<file path="src/rtl/wire_pkg.sv">
// Shared definitions for the wire-cut encoder and any logic that interprets its outputs.
package wire_pkg;

  typedef logic [2:0] wire_idx_t;

  localparam int unsigned N_WIRES_DEFAULT = 6;
  localparam int unsigned MAX_WIRES       = 7;
  localparam wire_idx_t   NO_WIRE         = 3'b111;

  // Index of the lowest set bit, or NO_WIRE when the mask is empty.
  function automatic wire_idx_t lowest_set(input logic [MAX_WIRES-1:0] mask);
    wire_idx_t idx;
    idx = NO_WIRE;
    for (int i = MAX_WIRES - 1; i >= 0; i--) begin
      if (mask[i]) idx = wire_idx_t'(i);
    end
    return idx;
  endfunction

endpackage

</file>
<file path="src/rtl/wire_debouncer.sv">
// One wire: two-flop synchronizer, consecutive-mismatch counter, stable level and a
// registered one-cycle pulse on every accepted 1->0 transition.
module wire_debouncer #(
  parameter int unsigned DEBOUNCE_CYCLES = 100000
) (
  input  logic i_clk,
  input  logic i_rst_n,
  input  logic i_raw,
  output logic o_fall
);

  localparam int unsigned CntW = (DEBOUNCE_CYCLES > 1) ? $clog2(DEBOUNCE_CYCLES) : 1;
  localparam logic [CntW-1:0] CntMax = CntW'(DEBOUNCE_CYCLES - 1);

  logic            r_sync1;
  logic            r_sync2;
  logic            r_level;
  logic            r_fall;
  logic [CntW-1:0] r_cnt;

  logic            w_level_d;
  logic            w_fall_d;
  logic [CntW-1:0] w_cnt_d;

  // The level flips on the cycle that completes the run of mismatches.
  always_comb begin
    w_level_d = r_level;
    w_fall_d  = 1'b0;
    w_cnt_d   = r_cnt;
    if (r_sync2 == r_level) begin
      w_cnt_d = '0;
    end else if (r_cnt == CntMax) begin
      w_cnt_d   = '0;
      w_level_d = r_sync2;
      w_fall_d  = r_level;
    end else begin
      w_cnt_d = r_cnt + 1'b1;
    end
  end

  always_ff @(posedge i_clk) begin
    if (!i_rst_n) begin
      r_sync1 <= 1'b1;
      r_sync2 <= 1'b1;
      r_level <= 1'b1;
      r_fall  <= 1'b0;
      r_cnt   <= '0;
    end else begin
      r_sync1 <= i_raw;
      r_sync2 <= r_sync1;
      r_level <= w_level_d;
      r_fall  <= w_fall_d;
      r_cnt   <= w_cnt_d;
    end
  end

  assign o_fall = r_fall;

endmodule

</file>
<file path="src/rtl/wire_cut_encoder.sv">
// Debounces each wire, queues cut events and reports them one per cycle, lowest index first,
// while keeping a sticky mask and count of every wire already reported.
module wire_cut_encoder
  import wire_pkg::*;
#(
  parameter int unsigned N_WIRES         = N_WIRES_DEFAULT,
  parameter int unsigned DEBOUNCE_CYCLES = 100000
) (
  input  logic               CLK,
  input  logic               RST_N,
  input  logic [N_WIRES-1:0] wires_raw,
  output logic [2:0]         wire_to_cut,
  output logic               cut_valid,
  output logic [N_WIRES-1:0] cut_mask,
  output logic [2:0]         cut_count,
  output logic               all_cut
);

  localparam logic [2:0] CountMax = 3'(N_WIRES);

  logic [N_WIRES-1:0] w_fall;
  logic [N_WIRES-1:0] r_pending;
  logic [N_WIRES-1:0] r_mask;
  logic [2:0]         r_count;
  wire_idx_t          r_last;
  logic               r_all_cut;

  wire_idx_t          w_idx;
  logic               w_any;
  logic [N_WIRES-1:0] w_grant;
  logic [N_WIRES-1:0] w_pending_d;
  logic [N_WIRES-1:0] w_mask_d;
  logic [2:0]         w_count_d;

  for (genvar g = 0; g < N_WIRES; g++) begin : g_deb
    wire_debouncer #(
      .DEBOUNCE_CYCLES(DEBOUNCE_CYCLES)
    ) u_deb (
      .i_clk  (CLK),
      .i_rst_n(RST_N),
      .i_raw  (wires_raw[g]),
      .o_fall (w_fall[g])
    );
  end

  always_comb begin
    w_any   = |r_pending;
    w_idx   = lowest_set(MAX_WIRES'(r_pending));
    w_grant = '0;
    if (w_any) w_grant = N_WIRES'(1) << w_idx;
    // A wire already reported never re-enters the queue, even after a reconnect.
    w_pending_d = (r_pending | (w_fall & ~r_mask)) & ~w_grant;
    w_mask_d    = r_mask | w_grant;
    w_count_d   = r_count;
    if (w_any && (r_count != CountMax)) w_count_d = r_count + 3'd1;
  end

  always_ff @(posedge CLK) begin
    if (!RST_N) begin
      r_pending <= '0;
      r_mask    <= '0;
      r_count   <= '0;
      r_last    <= NO_WIRE;
      r_all_cut <= 1'b0;
    end else begin
      r_pending <= w_pending_d;
      r_mask    <= w_mask_d;
      r_count   <= w_count_d;
      if (w_any) r_last <= w_idx;
      r_all_cut <= r_all_cut | (w_count_d == CountMax);
    end
  end

  assign cut_valid   = w_any;
  assign wire_to_cut = w_any ? w_idx : r_last;
  assign cut_mask    = r_mask;
  assign cut_count   = r_count;
  assign all_cut     = r_all_cut;

endmodule

</file>
<file path="config.mk">
export PLATFORM = sky130hd
export DESIGN_NAME = wire_cut_encoder
export DESIGN_NICKNAME = d
export VERILOG_FILES = /design/src/rtl/wire_pkg.sv /design/src/rtl/wire_debouncer.sv /design/src/rtl/wire_cut_encoder.sv
export SDC_FILE = /design/constraint.sdc
export NUM_CORES = 1
export LEC_CHECK = 0
export ABC_CLOCK_PERIOD_IN_PS = 3300
export CAP_MARGIN = 15
export CORE_MARGIN = 1
export CORE_UTILIZATION = 45
export CTS_BUF_LIST = sky130_fd_sc_hd__clkbuf_16
export DETAILED_ROUTE_END_ITERATION = 8
export GPL_ROUTABILITY_DRIVEN = 1
export PLACE_DENSITY_LB_ADDON = 0.05
export SYNTH_ARGS = -nofsm -noshare
export SYNTH_HDL_FRONTEND = slang
export SYNTH_HIERARCHICAL = 1
export SYNTH_SLANG_ARGS = --single-unit
</file>
<file path="constraint.sdc">
create_clock -name CLK -period 3.3 [get_ports CLK]
set_input_delay 0.66 -clock CLK [delete_from_list [all_inputs] [get_ports CLK]]
set_output_delay 0.66 -clock CLK [all_outputs]
set_load 0.03 [all_outputs]
</file>
==> flow_metrics.tcl, run 1 <==
set metrics [dict create \
    status "complete, no violations" \
    pin_count 22 \
    ff2ff_setup_slack_ps 1530 \
    post_synth_num_cell_types 46 \
    worst_r2r_endpoint "g_deb[3].u_deb/r_cnt[12]" \
    holdWs_ps 404 \
    worstMarginPinSlew_ps 637 \
    power_density_nw_per_um2 510 \
    holdCritStartpoint "g_deb[3].u_deb/r_sync1" \
    final_common_cell "dfxtp_1" \
    ys_seq_area_share_pct 44.3 \
    cp_max_fo 10 \
    syn_area_um2 6550 \
    wl_per_cell_um 12.8 \
    synthAdderAreaFrac_pct 1.53 \
    gp_congestion 0.762 \
    cts_root_buffer "clkbuf_16" \
    path_cells "or4_4 -> or2_1 -> nor2_1 -> nor3_1 -> clkdlybuf4s50_1" \
    cp.arrival_ps 2470 \
    grt_max_degree 34 \
    grt_remaining_overflow 0 \
    required_ps 2640 \
    clock.fmax_ghz 0.320 \
    p_total_uw 3750 \
    grt_pass1_wl_um 20100 \
    nets 726 \
    cts_tree "done" \
    maxCapViolCount 0 \
    whs_path_depth 1 \
    slew_headroom_pct 57.5 \
    slowest_delay_ps 600 \
    die_area_um2 15000 \
    synth_seq_cells 145 \
    cts_hold_buffers 0 \
    antenna_found_initial 0 \
    initial_utilization_pct 46.7 \
    drt_wl_total_um 11600 \
    cts_resized 0 \
    synth_nets 707 \
    rsz0062_at_grt "no" \
    setup_viol 0 \
    p_leak_uw 0.00242 \
    crit_slowest_cell "or4_4" \
    synth_compound_area_share_pct 4.75 \
    cts_inserted_buffers 17 \
    fin_area_um2 7360 \
    ys_warn_count 6 \
    synthArstFlopShare_pct 0 \
    ys.flop_type "dfxtp_1" \
    syn_area_per_cell_um2 9.48 \
    reg2reg_depth 5 \
    vias 4700 \
    synth-edff-count 0 \
    placed_area_um2 6760 \
    ir_drop_mv 0.344 \
    syn_inst 691 \
    synth_top_family_by_area "simple AND/OR/NAND/NOR gates" \
    portBuffers 21 \
    final_util_pct 52.4 \
    setup_tns_ps 0 \
    clock_latency_ps 420 \
    drt_iter0_drc 280 \
    p_int_uw 3020 \
    startpoint_type "flip-flop" \
    swShare_pct 19.5 \
    ant_nets 0 \
    drc 0 \
    drv_slew 0 \
    power_frac_clock_pct 51.7 \
    hold_violations 0 \
    critPathBufInv 1 \
    grt_pass1_vias 4351 \
    area.growth.synth_to_final_pct 12.3 \
    pwr-share-seq_pct 47.1 \
    cts_setup_buffers 0 \
    synth_xor_area_share_pct 11.4 \
    path_class "flip-flop to output port" \
    drive_gt1_share_pct 12.6 \
    cpLargestDelayFamily "simple AND/OR/NAND/NOR gates" \
    finClkSkew_ps 6.34 \
    core_area_um2 14000 \
    r2r-start "g_deb[3].u_deb/r_cnt[0]" \
    clk_path_buf_depth 2 \
    die_h_um 123 \
    synth-simple-area-share_pct 32.5 \
    clkSinkCount 145 \
    chipWidth_um 123 \
    drt_pre_antenna_iters 4 \
    htreeDepth 4 \
    clkTransAtPathRegs_ps 60 \
    dp_hpwl_um 7950 \
    diodes 0 \
    layout_common_cells "dfxtp_1 (145), nor2_1 (112), xor2_1 (48)" \
    grtUsageTotal_pct 16.9 \
    viasPerCell 5.20 \
    power.switching_uw 731 \
    comb_power_share_pct 1.2 \
    hold_class "flip-flop to flip-flop" \
    period_share_pct 94.7 \
    rows 43 \
    min_to "g_deb[3].u_deb/r_sync2" \
    period_needed_ps 3130 \
    cp-end-kind "output port" \
    muxShareOfSynthArea_pct 0.917 \
]
## through the flow
stage          std cells  setup slack, ps
6_report             903              175
5_1_grt              903             81.2
4_1_cts              903              150
3_5_place_dp         871              596
3_3_place_gp         871              610
2_1_floorplan        691              839
## registers in the layout (all words and copies together) (netlist names)
signal / flops
r_pending: 6
r_last: 3
g_deb.u_deb/r_sync2: 6
cut_mask: 6
all_cut: 1
g_deb.u_deb/r_sync1: 6
g_deb.u_deb/o_fall: 6
g_deb.u_deb/r_cnt: 102
cut_count: 3
g_deb.u_deb/r_level: 6
## routing by layer
layer	part of all wire, %	vias up	track usage (%)	wire (um)
met5	0	-	0	0
met4	1.1	0	6.40	129
met3	3.5	9	4.93	407
met2	47	52	27.9	5470
met1	48	2191	20.8	5580
li1	-	2448	-	-
## power groups by stage
stage | combinational (uW) | sequential (uW) | clock [uW]
floorplan | 26.1 | 1800 | 0
global placement | 44.6 | 1800 | 0
detailed placement | 44.9 | 1800 | 0
CTS | 45.2 | 1770 | 1990
global route | 49.9 | 1770 | 2070
finish | 43.6 | 1770 | 1940
## layout make-up
class                      count  area (um2)
clock buffer                  17         425
inverter                      18        67.6
timing repair buffer          23         220
multi-input combinational    505        3340
clock inverter                15         173
fill                        1261        6680
tap                          180         225
sequential                   145        2900
## worst register-to-register path, cell delays in order, from the launching register on
cell,delay [ps]
dfxtp_1,390
ha_1,230
and4_1,400
nand4_2,210
nand3_2,320
nor2_1,100
## synthesized netlist by cell type (8+ instances only)
cell type | instances | area (um2)
a21oi_1 | 15 | 75.1
and3_1 | 14 | 87.6
buf_6 | 20 | 225
dfxtp_1 | 145 | 2900
ha_1 | 8 | 100
inv_1 | 18 | 67.6
nand2_1 | 38 | 143
nand2b_1 | 13 | 81.3
nand3_1 | 24 | 120
nand3_2 | 18 | 180
nand4_1 | 30 | 188
nor2_1 | 112 | 420
nor3_1 | 23 | 115
nor4_1 | 12 | 75.1
o21ai_0 | 10 | 50.1
xnor2_1 | 37 | 324
xor2_1 | 48 | 420
## worst max-delay path by stage
stage	start	endpoint	slack [ps]	cells past startpoint
final	r_pending[1]	wire_to_cut[0]	170	5
after global routing	r_pending[1]	wire_to_cut[0]	80	5
after CTS	r_pending[1]	wire_to_cut[0]	150	5
after detailed placement	r_pending[1]	wire_to_cut[0]	600	5
after global placement	r_pending[1]	wire_to_cut[0]	610	5
after floorplan	r_pending[4]	wire_to_cut[0]	840	5
## kinds of logic (layout without fill, tap and decap cells)
group           after synthesis  count (layout)
compound gates               48              48
xor+xnor                     85              85
fa+ha+maj                     8               8
buf+inv                      41              73
flops                       145             145
mux                           6               6
simple gates                358             358
Power figures use the tool's default switching activity.
==> inputs of run 2 (changes only) <==
==> constraint.sdc (replaced) <==
create_clock -name CLK -period 3.3 [get_ports CLK]
set_input_delay 0.66 -clock CLK [delete_from_list [all_inputs] [get_ports CLK]]
set_output_delay 0.66 -clock CLK [all_outputs]
set_load 0.1 [all_outputs]
==> run 2 against run 1 <==
Compared with the run above:
- hold slack improved by 2.4 ps
- count of clock-buffer cells in the layout unchanged
- worst setup slack improved by 140 ps
- sequential power about the same
- total power increased by 5.7%
- first-iteration DRC count decreased by 11%
==> flow_metrics.tcl, run 2 (synthesis gave the netlist of run 1 again) <==
set metrics [dict create \
    drt_pre_antenna_iters 7 \
    setup_viol 0 \
    initial_utilization_pct 46.7 \
    period_share_pct 90.5 \
    pwr-share-seq_pct 44.6 \
    fillerInstances 1281 \
    ant_nets 0 \
    rows 43 \
    grt_max_degree 31 \
    cts_hold_buffers 0 \
    grt_pass1_vias 4593 \
    nets 726 \
    die_h_um 123 \
    drc 0 \
    layoutNonFillerInstCount 903 \
    drv_slew 0 \
    final_common_cell "dfxtp_1" \
    chipWidth_um 123 \
    grt_pass1_wl_um 21100 \
    cts_resized 0 \
    drt_wl_total_um 12000 \
    regMostFlops "g_deb.u_deb/r_cnt" \
    ir_drop_mv 0.436 \
    cp.arrival_ps 2330 \
    hold_violations 0 \
    grtUsageTotal_pct 17.6 \
    grt_remaining_overflow 0 \
    wl_per_cell_um 13.3 \
    holdWs_ps 407 \
    drt_iter0_drc 250 \
    cts_root_buffer "clkbuf_16" \
    gp_congestion 0.755 \
    portBuffers 21 \
    clk_path_buf_depth 2 \
    placedCellCount 871 \
    comb_power_share_pct 1.1 \
    clkTransAtPathRegs_ps 60 \
    clock.fmax_ghz 0.335 \
    period_needed_ps 2990 \
    area.growth.synth_to_final_pct 13.0 \
    layout_common_cells "dfxtp_1 (145), nor2_1 (112), xor2_1 (48)" \
    finClkSkew_ps 4.76 \
    power_frac_clock_pct 54.3 \
    worstMarginPinSlew_ps 623 \
    htreeDepth 4 \
    hold_class "flip-flop to flip-flop" \
    setup_tns_ps 0 \
    largest_reg_flops 102 \
    rsz0062_at_grt "no" \
    power.switching_uw 773 \
    drive_gt1_share_pct 15.4 \
    vias 4747 \
    diodes 0 \
    startpoint_type "flip-flop" \
    cts_inserted_buffers 17 \
    path_class "flip-flop to output port" \
    required_ps 2640 \
    cp-end-kind "output port" \
    maxCapViolCount 0 \
    dp_hpwl_um 7960 \
    status "complete, no violations" \
    pin_count 22 \
    slew_headroom_pct 58.4 \
    clock_latency_ps 410 \
    p_total_uw 3960 \
    clkSinkCount 145 \
    antenna_found_initial 0 \
    p_leak_uw 0.00247 \
    viasPerCell 5.26 \
    power_density_nw_per_um2 535 \
    cts_tree "done" \
    die_area_um2 15000 \
    cp_max_fo 10 \
    swShare_pct 19.5 \
    cts_setup_buffers 0 \
    p_int_uw 3190 \
    core_area_um2 14000 \
]
## run 2: critical path, stage by stage (launching register included)
cell and delay [ps]:
dfxtp_1 420, or4_4 640, or2_1 280, nor2_1 230, nor3_4 80, buf_4 250
## run 2: routing by layer
metal / GRT usage [%] / vias to the layer above / share of wire (%)
met5: 0 / - / 0
met4: 5.26 / 0 / 0.82
met3: 5.76 / 8 / 3.3
met2: 29.2 / 43 / 47
met1: 21.7 / 2239 / 49
li1: - / 2457 / -
## run 2: power groups by stage
stage / Sequential [uW] / Clock, uW / Combinational, uW
after floorplan: 1800 / 0 / 26.1
after global placement: 1800 / 0 / 45.1
after detailed placement: 1800 / 0 / 45.9
after CTS: 1770 / 2210 / 46.2
after global routing: 1770 / 2290 / 50.8
final: 1770 / 2150 / 44.8
## run 2: area by class of cell
cell class / instances / area [um2] / area share, %
timing repair buffer: 23 / 185 / 2.50
clock inverter: 15 / 241 / 3.26
multi-input combinational: 505 / 3360 / 45.3
sequential: 145 / 2900 / 39.2
clock buffer: 17 / 425 / 5.75
inverter: 18 / 67.6 / 0.913
tap: 180 / 225 / 3.04
## run 2: path summary, 6_finish.rpt
kind / from / end / slack, ps / cells after the start
worst max-delay path: r_pending[0] / wire_to_cut[0] / 310 / 5
worst min-delay path: g_deb[5].u_deb/r_sync1 / g_deb[5].u_deb/r_sync2 / 410 / 1
worst max register to register: r_pending[0] / all_cut / 1430 / 4
worst min register to register: g_deb[5].u_deb/r_sync1 / g_deb[5].u_deb/r_sync2 / 410 / 1
## run 2: metrics by stage
step / area, um2 / utilization, % / setup slack (ps)
floorplan: 6560 / - / 88.0
global placement: 6740 / 48.0 / 759
detailed placement: 6740 / 48.0 / 750
CTS: 7400 / 52.7 / 294
global route: 7400 / 52.7 / 189
finish: 7400 / 52.7 / 313
